<file path="src/rtl/pwm_src.sv">
// Programmable PWM source with double-buffered period/high configuration.
// Optional macro PWM_SRC_CYCLE_CNT_EN builds the completed-period counter on cycle_cnt.
module pwm_src #(
    parameter int unsigned CNT_W      = 32,
    parameter int unsigned DEF_PERIOD = 200,
    parameter int unsigned DEF_HIGH   = 100
) (
    input  logic             clk,
    input  logic             rst_n,
    input  logic             en,
    input  logic [CNT_W-1:0] cfg_period,
    input  logic [CNT_W-1:0] cfg_high,
    input  logic             cfg_load,
    output logic             sig_out,
    output logic             high_pulse,
    output logic             low_pulse,
    output logic             period_done,
    output logic             busy,
    output logic [31:0]      cycle_cnt
);

    typedef enum logic {IDLE, RUN} state_e;

    state_e             state_q, state_d;
    logic [CNT_W-1:0]   cnt_q, cnt_d;
    logic [CNT_W-1:0]   per_a_q, per_a_d;
    logic [CNT_W-1:0]   high_a_q, high_a_d;
    logic [CNT_W-1:0]   per_p_q, per_p_d;
    logic [CNT_W-1:0]   high_p_q, high_p_d;
    logic               pend_valid_q, pend_valid_d;
    logic               sig_q, sig_d;
    logic               high_pulse_q, high_pulse_d;
    logic               low_pulse_q, low_pulse_d;

    logic [CNT_W-1:0]   cfg_per_c, cfg_high_c, pend_per_c, pend_high_c;
    logic               last_cyc;

    // Clamp is applied only on the way into the active registers.
    always_comb begin
        cfg_per_c   = (cfg_period < CNT_W'(2)) ? CNT_W'(2) : cfg_period;
        cfg_high_c  = (cfg_high > cfg_per_c) ? cfg_per_c : cfg_high;
        pend_per_c  = (per_p_q < CNT_W'(2)) ? CNT_W'(2) : per_p_q;
        pend_high_c = (high_p_q > pend_per_c) ? pend_per_c : high_p_q;
        last_cyc    = (cnt_q == per_a_q - CNT_W'(1));
    end

    always_ff @(posedge clk) begin
        if (!rst_n) begin
            state_q      <= IDLE;
            cnt_q        <= '0;
            per_a_q      <= CNT_W'(DEF_PERIOD);
            high_a_q     <= CNT_W'(DEF_HIGH);
            per_p_q      <= CNT_W'(DEF_PERIOD);
            high_p_q     <= CNT_W'(DEF_HIGH);
            pend_valid_q <= 1'b0;
            sig_q        <= 1'b0;
            high_pulse_q <= 1'b0;
            low_pulse_q  <= 1'b0;
        end else begin
            state_q      <= state_d;
            cnt_q        <= cnt_d;
            per_a_q      <= per_a_d;
            high_a_q     <= high_a_d;
            per_p_q      <= per_p_d;
            high_p_q     <= high_p_d;
            pend_valid_q <= pend_valid_d;
            sig_q        <= sig_d;
            high_pulse_q <= high_pulse_d;
            low_pulse_q  <= low_pulse_d;
        end
    end

    always_comb begin
        state_d = state_q;
        case (state_q)
            IDLE:    if (en) state_d = RUN;
            RUN:     if (last_cyc && !en) state_d = IDLE;
            default: state_d = IDLE;
        endcase
    end

    always_comb begin
        cnt_d        = cnt_q;
        per_a_d      = per_a_q;
        high_a_d     = high_a_q;
        per_p_d      = per_p_q;
        high_p_d     = high_p_q;
        pend_valid_d = pend_valid_q;
        sig_d        = 1'b0;
        case (state_q)
            IDLE: begin
                cnt_d = '0;
                if (cfg_load) begin
                    per_a_d      = cfg_per_c;
                    high_a_d     = cfg_high_c;
                    pend_valid_d = 1'b0;
                end
                if (en) sig_d = (high_a_d != '0);
            end
            RUN: begin
                if (last_cyc) begin
                    cnt_d = '0;
                    // A same-cycle load wins over anything already pending.
                    if (cfg_load) begin
                        per_a_d      = cfg_per_c;
                        high_a_d     = cfg_high_c;
                        pend_valid_d = 1'b0;
                    end else if (pend_valid_q) begin
                        per_a_d      = pend_per_c;
                        high_a_d     = pend_high_c;
                        pend_valid_d = 1'b0;
                    end
                    sig_d = en && (high_a_d != '0);
                end else begin
                    cnt_d = cnt_q + CNT_W'(1);
                    sig_d = (cnt_d < high_a_q);
                    if (cfg_load) begin
                        per_p_d      = cfg_period;
                        high_p_d     = cfg_high;
                        pend_valid_d = 1'b1;
                    end
                end
            end
            default: cnt_d = '0;
        endcase
        high_pulse_d = sig_d & ~sig_q;
        low_pulse_d  = ~sig_d & sig_q;
    end

    assign sig_out     = sig_q;
    assign high_pulse  = high_pulse_q;
    assign low_pulse   = low_pulse_q;
    assign busy        = (state_q == RUN);
    assign period_done = (state_q == RUN) && last_cyc;

`ifdef PWM_SRC_CYCLE_CNT_EN
    logic [31:0] cyc_q, cyc_d;

    always_comb begin
        cyc_d = cyc_q;
        if (state_q == RUN && last_cyc) cyc_d = cyc_q + 32'd1;
    end

    always_ff @(posedge clk) begin
        if (!rst_n) cyc_q <= '0;
        else        cyc_q <= cyc_d;
    end

    assign cycle_cnt = cyc_q;
`else
    assign cycle_cnt = '0;
`endif

endmodule

</file>
<file path="config.mk">
export PLATFORM = sky130hd
export DESIGN_NAME = pwm_src
export DESIGN_NICKNAME = d
export VERILOG_FILES = /design/src/rtl/pwm_src.sv
export SDC_FILE = /design/constraint.sdc
export NUM_CORES = 1
export LEC_CHECK = 0
export ABC_AREA = 0
export CAP_MARGIN = 5
export CORE_ASPECT_RATIO = 2
export CORE_MARGIN = 3
export CORE_UTILIZATION = 40
export CTS_CLUSTER_DIAMETER = 50
export DETAILED_ROUTE_END_ITERATION = 8
export GPL_TIMING_DRIVEN = 0
export PLACE_DENSITY = 0.7
export SETUP_SLACK_MARGIN = 0.3
export SKIP_CTS_REPAIR_TIMING = 1
export SLEW_MARGIN = 20
export SYNTH_ARGS = -nofsm -noshare
export SYNTH_HDL_FRONTEND = slang
export SYNTH_SLANG_ARGS = --single-unit
export TNS_END_PERCENT = 100
</file>
<file path="constraint.sdc">
create_clock -name clk -period 5.3 [get_ports clk]
set_input_delay 0.53 -clock clk [delete_from_list [all_inputs] [get_ports clk]]
set_output_delay 0.53 -clock clk [all_outputs]
set_load 0.05 [all_outputs]
</file>
==> run metrics, run 1 <==
simple-gate share of the synthesized area=25.2%; CTS tree=done; multiplexer share of the synthesized area=around 3.7%; Rel. slew slack=28.0%; top cells by area, synth=dfxtp_1 26%, ha_1 9.6%, a21oi_1 4.9%, nor2_1 4.8%, nand2_1 4.2%; xor-xnor portion of the synthesized cell area=between 4 and 5%; Remaining DRCs=0; clock network power share=34.9%; top cells by count, synth=165 x dfxtp_1, 161 x nor2_1, 142 x nand2_1; IO Port Bufs=72; Slew @ Worst Pin=1080 ps; Clock Skew=11.7 ps; Worst-path clk slew=roughly 70 ps; adder-cell share of the synthesized area=9.57%; total vias in the final route=13622; Pleak=between 6 and 7 nW; setup ws final=323 ps; Sw Share=37.5%; Starting Density=40.7%; Netlist cell types=75; pin count of the biggest net entering global routing=17; part of the Yosys area used for sequential elements=26.3%; Mapped Avg Cell Area=7.56 sq um; Setup Crit Path Kind=flop to flop; setup tns final=0 ps; Int Pwr=2.44 mW; P&R area growth vs syn=20.6%; CP Cell Sequence=nor4_4 -> nand4_1 -> o21ai_0 -> inv_1 -> ha_1 -> nand3_1 -> nor4_2 -> mux2_4 -> nor2_2 -> nand2_1 -> o221ai_1 -> nor4_4 -> nand4_1 -> o211ai_1 -> a211oi_1; synth warn=0; R2R depth=15; sequential power share=35.8%; dominant cell type by area after synthesis=dfxtp_1; DP HPWL=53400 um; Post-synth ARST share=0%; Post-Synthesis Cells=1661; CP Launch Type=flop; die span in y=257 um; FF+latch count, synth=~170; area of the multi-input gates=8630 sq um; GRT Total Usage=36.7%; area of the core=30900 sq um; Mapped Area=12600 sq um; Highest Clock Rate=about 0.2 GHz; unrepaired setup endpoints after global routing=true; Via-to-Cell Ratio=~6.1; CTS max path bufs=2; Compound-Gate Fraction of Synth Area=21.5%; Clock Latency Late Sink=about 470 ps; Gate power share=approximately 29%; root buf cell=clkbuf_16; Post-synth EDFFs=0; Die W=131 um; CTS H-Tree Depth=4; WL final=around 64000 um; I/O Pins=105; Min-Delay Path Class=flop to flop; Ant. Diodes=0; total gr overflow=0; Hold Fails Final Rpt=0; Register Area=3310 sq um; first-pass GRT wire length=90000 um; CP arrival=between 5000 and 6000 ps; post-DR wirelength/cell=28.6 um; Main synth FF type=dfxtp_1; first-pass iteration count of the detailed router=6; Final Slew Violations=0; dpl ws=-2390 ps; CP max stage delay=580 ps; fraction of layout cells with a size suffix above 1=10.9%; die area=33700 sq um; Max IR drop VDD=between 0.2 and 0.25 mV; total CTS buffers=17; PD cells=258 nW/um^2; CP required=about 5700 ps; top-count cell post-synth=dfxtp_1; fin crit share=93.9%; Synth top area share=26.3%; FILL cells=3111; largest family of logic cells by synthesized area=simple AND/OR/NAND/NOR gates; number of global-route vias before repair=~13000; initial antenna violation count=1; max_cap viols=0; min Tclk post-route=4980 ps; GP Congestion=1.07; Hold Crit Depth=2; CTS Sinks=165; final setup fails=0; antenna viol nets, final=0; sw power=1.47 mW; slowest cell on the critical path=nor2_2; worst-path maximum fanout=10; CP Capture Type=flop; status=finished, final reports clean; Iter 0 DRT Violations=1067; # rows=91; final net count=1965
-- cell usage in the layout (no fill, tap or decap), drive strengths merged, types with 9 or more instances in the layout --
cell type      count
mux2i             36
o31ai              9
o211ai            31
and3              55
nor2             163
o21ai             61
buf               78
xor2              19
a21o              13
a221o              9
nor3              31
dlymetal6s2s      22
nand3            106
nand4             39
conb              32
nand2            143
ha                96
nor2b              9
clkdlybuf4s50     49
a21oi            122
or4               11
dfxtp            165
a31oi             26
a211oi            47
mux2               9
inv              128
nor4              44
xnor2             49
nand2b            10
clkbuf            86
-- metrics by stage --
stage          std cells  instance area (sq um)  hold WS, ps  total power [mW]  utilization [%]
3_5_place_dp        2182                  13900          463              2.47             45.1
5_1_grt             2232                  15100          494              4.01             49.1
6_report            2232                  15100          472              3.91             49.1
4_1_cts             2214                  14500          473              3.81             47.1
2_1_floorplan       1692                  12700          433              2.02                -
3_3_place_gp        2182                  13900          459              2.46             45.1
-- path summary, 6_finish.rpt --
check                   from          to  slack [ps]
hold reg to reg   per_p_q[0]  per_p_q[0]         470
setup reg to reg  per_p_q[7]  high_pulse         320
setup / recovery  per_p_q[7]  high_pulse         320
hold / removal    per_p_q[0]  per_p_q[0]         470
-- layout make-up --
class	count	share of cell area [%]
clock inverters	14	1.26
inverters	121	3.00
well taps	418	3.45
clock buffers	18	2.83
repair buffers	90	6.02
flip-flops and latches	165	21.8
multi-input cells	1279	57.0
plain buffers	127	4.62
-- power groups by stage --
stage / combinational (mW) / sequential (mW) / clock, mW
after floorplan: 0.628 / 1.39 / 0
after global placement: 1.04 / 1.42 / 0
after detailed placement: 1.05 / 1.42 / 0
after CTS: 1.05 / 1.39 / 1.37
after global routing: 1.20 / 1.40 / 1.41
final: 1.14 / 1.40 / 1.37
-- routing by layer --
| metal | track usage (%) | share of wire, % | vias up |
|---|---|---|---|
| met5 | 0 | 0 | - |
| met4 | 35.3 | 12 | 0 |
| met3 | 4.55 | 5.0 | 283 |
| met2 | 66.5 | 50 | 697 |
| met1 | 35.2 | 33 | 6379 |
| li1 | - | - | 6263 |
-- sequential cells by signal, indices dropped and copies added (netlist names) --
| register | count |
|---|---|
| cnt_q | 32 |
| high_a_q | 32 |
| high_p_q | 32 |
| per_a_q | 32 |
| per_p_q | 32 |
| busy | 1 |
| high_pulse | 1 |
| low_pulse | 1 |
| pend_valid_q | 1 |
| sig_out | 1 |
-- worst max-delay path: cells and delay by family (launching register included) --
family	cells	cell delay [ps]
muxes	1	390
DFF	1	410
and+or+nand+nor	8	2240
buffers and inverters	1	170
adders and majority gates	1	300
AOI/OAI and AO/OA	4	1360
-- cells by family after synthesis --
logic type	Yosys count
xor gates and xnor gates	68
AOI/OAI and AO/OA	401
adders and majority gates	96
buffers and inverters	248
other	1
and+or+nand+nor	637
DFF	165
muxes	45
Power figures use the tool's default switching activity.
==> inputs of run 2 (changes only) <==
- RECOVER_POWER: not set -> 50
==> run 2 against run 1 <==
  * Clock skew is 1.8 ps lower
  * Worst setup slack worse by 9.7 ps
  * Maximum frequency fell by 0.19%
  * Worst hold slack gained 1.4 ps
  * Critical path depth fell by 3
  * Count of clock-buffer cells in the layout stayed put
  * Wire length up 0.27%
  * Global-route usage stayed put
  * Sequential cell count unchanged
  * Utilization fell by 0.11 points
  * Largest cell class unchanged
==> run metrics, run 2 (synthesized netlist as in run 1, its figures left out) <==
status=finished, final reports clean; CP Cell Sequence=buf_6 -> or4_1 -> buf_2 -> nor4_2 -> nand3b_1 -> xnor2_1 -> nand4_1 -> a2111oi_2 -> nand4_1 -> buf_4 -> inv_2 -> buf_6; DP HPWL=53400 um; Max IR drop VDD=between 0.2 and 0.25 mV; Setup Crit Path Kind=flop to primary output; first-pass iteration count of the detailed router=5; I/O Pins=105; # rows=91; GRT Total Usage=36.7%; Finished Cell Area=15100 sq um; max_cap viols=0; dpl cell area=13900 sq um; pin count of the biggest net entering global routing=17; FILL cells=3119; Final Slew Violations=0; area of the core=between 30000 and 40000 sq um; CTS tree=done; WL final=between 60000 and 70000 um; slowest cell on the critical path=nor4_2; Slew @ Worst Pin=1090 ps; total CTS buffers=17; final net count=1965; CTS Sinks=165; CP required=4770 ps; Hold Fails Final Rpt=0; total vias in the final route=13613; dpl ws=-2390 ps; fin util=49.0%; initial antenna violation count=1; Starting Density=40.7%; unrepaired setup endpoints after global routing=true; Clock Latency Late Sink=460 ps; CTS H-Tree Depth=4; antenna viol nets, final=0; CTS max path bufs=2; GP Congestion=roughly 1.1; IO Port Bufs=72; die span in y=257 um; die area=33700 sq um; most frequent cells in the layout=163 x dfxtp_1, 154 x nor2_1, 141 x nand2_1; setup ws final=314 ps; root buf cell=clkbuf_16; first-pass GRT wire length=~90000 um; CP arrival=4460 ps; Via-to-Cell Ratio=about 6.1; commonest non-fill, non-tap cell in the layout=dfxtp_1; Worst-path clk slew=70 ps; met3 Track Usage GR=4.55%; total gr overflow=0; Die W=131 um; post-DR wirelength/cell=28.7 um; Ant. Diodes=0; GRT busiest layer=met2; Highest Clock Rate=0.201 GHz; Clock Skew=approximately 9.9 ps; min Tclk post-route=4990 ps; number of global-route vias before repair=about 13000; met1 Use GR=35.2%; Min-Delay Path Class=flop to flop; CP Capture Type=primary output; Rel. slew slack=a little over a quarter; CP Launch Type=flop; fraction of layout cells with a size suffix above 1=a little over a tenth; PD cells=between 200 and 300 nW/um^2; CP max stage delay=740 ps; grt met2 use=66.5%; Iter 0 DRT Violations=1064; final setup fails=0; worst-path maximum fanout=8; Remaining DRCs=0; setup tns final=0 ps; fin crit share=94.1%; Pleak=6.33 nW; P&R area growth vs syn=20.3%
run 2: report_power, final:
group	switching [mW]	leakage, nW	internal [mW]	total [mW]
clock	0.605	0.308	0.760	1.36
combinational	0.768	4.67	0.374	1.14
sequential	0.0936	1.35	1.30	1.40
total	1.47	6.33	2.44	3.90
run 2: per-stage QoR:
stage / total power [mW] / hold slack, ps / std cells
global placement: 2.46 / 459 / 2182
detailed placement: 2.47 / 463 / 2182
finish: 3.90 / 473 / 2232
global route: 4.01 / 489 / 2232
CTS: 3.81 / 473 / 2214
floorplan: 2.02 / 433 / 1692
run 2: layout make-up:
cell class	count	area, sq um	share of cell area, %
Multi-Input combinational cell	1279	8600	56.9
Sequential cell	165	3310	21.9
Timing Repair Buffer	90	912	6.04
Buffer	127	689	4.56
Tap cell	418	523	3.46
Inverter	121	454	3.01
Clock buffer	18	429	2.84
Clock inverter	14	191	1.27
run 2: critical path, delay by kind of cell, from the launching register on:
| kind | cells | cell delay [ps] |
|---|---|---|
| flops | 1 | 310 |
| xor+xnor | 1 | 400 |
| compound gates | 1 | 560 |
| simple gates | 5 | 1810 |
| buf+inv | 5 | 900 |
run 2: worst paths after layout:
check / startpoint / endpoint / slack, ps / cells after the start
max: per_a_q[4] / period_done / 310 / 12
min: high_a_q[29] / high_a_q[29] / 470 / 2
max reg2reg: per_p_q[7] / high_pulse / 320 / 15
min reg2reg: high_a_q[29] / high_a_q[29] / 470 / 2
run 2: per-layer routing:
layer  share of wire, %  wire (um)
met5                  0          0
met4                 12       7720
met3                4.7       2990
met2                 50      32100
met1                 33      21200
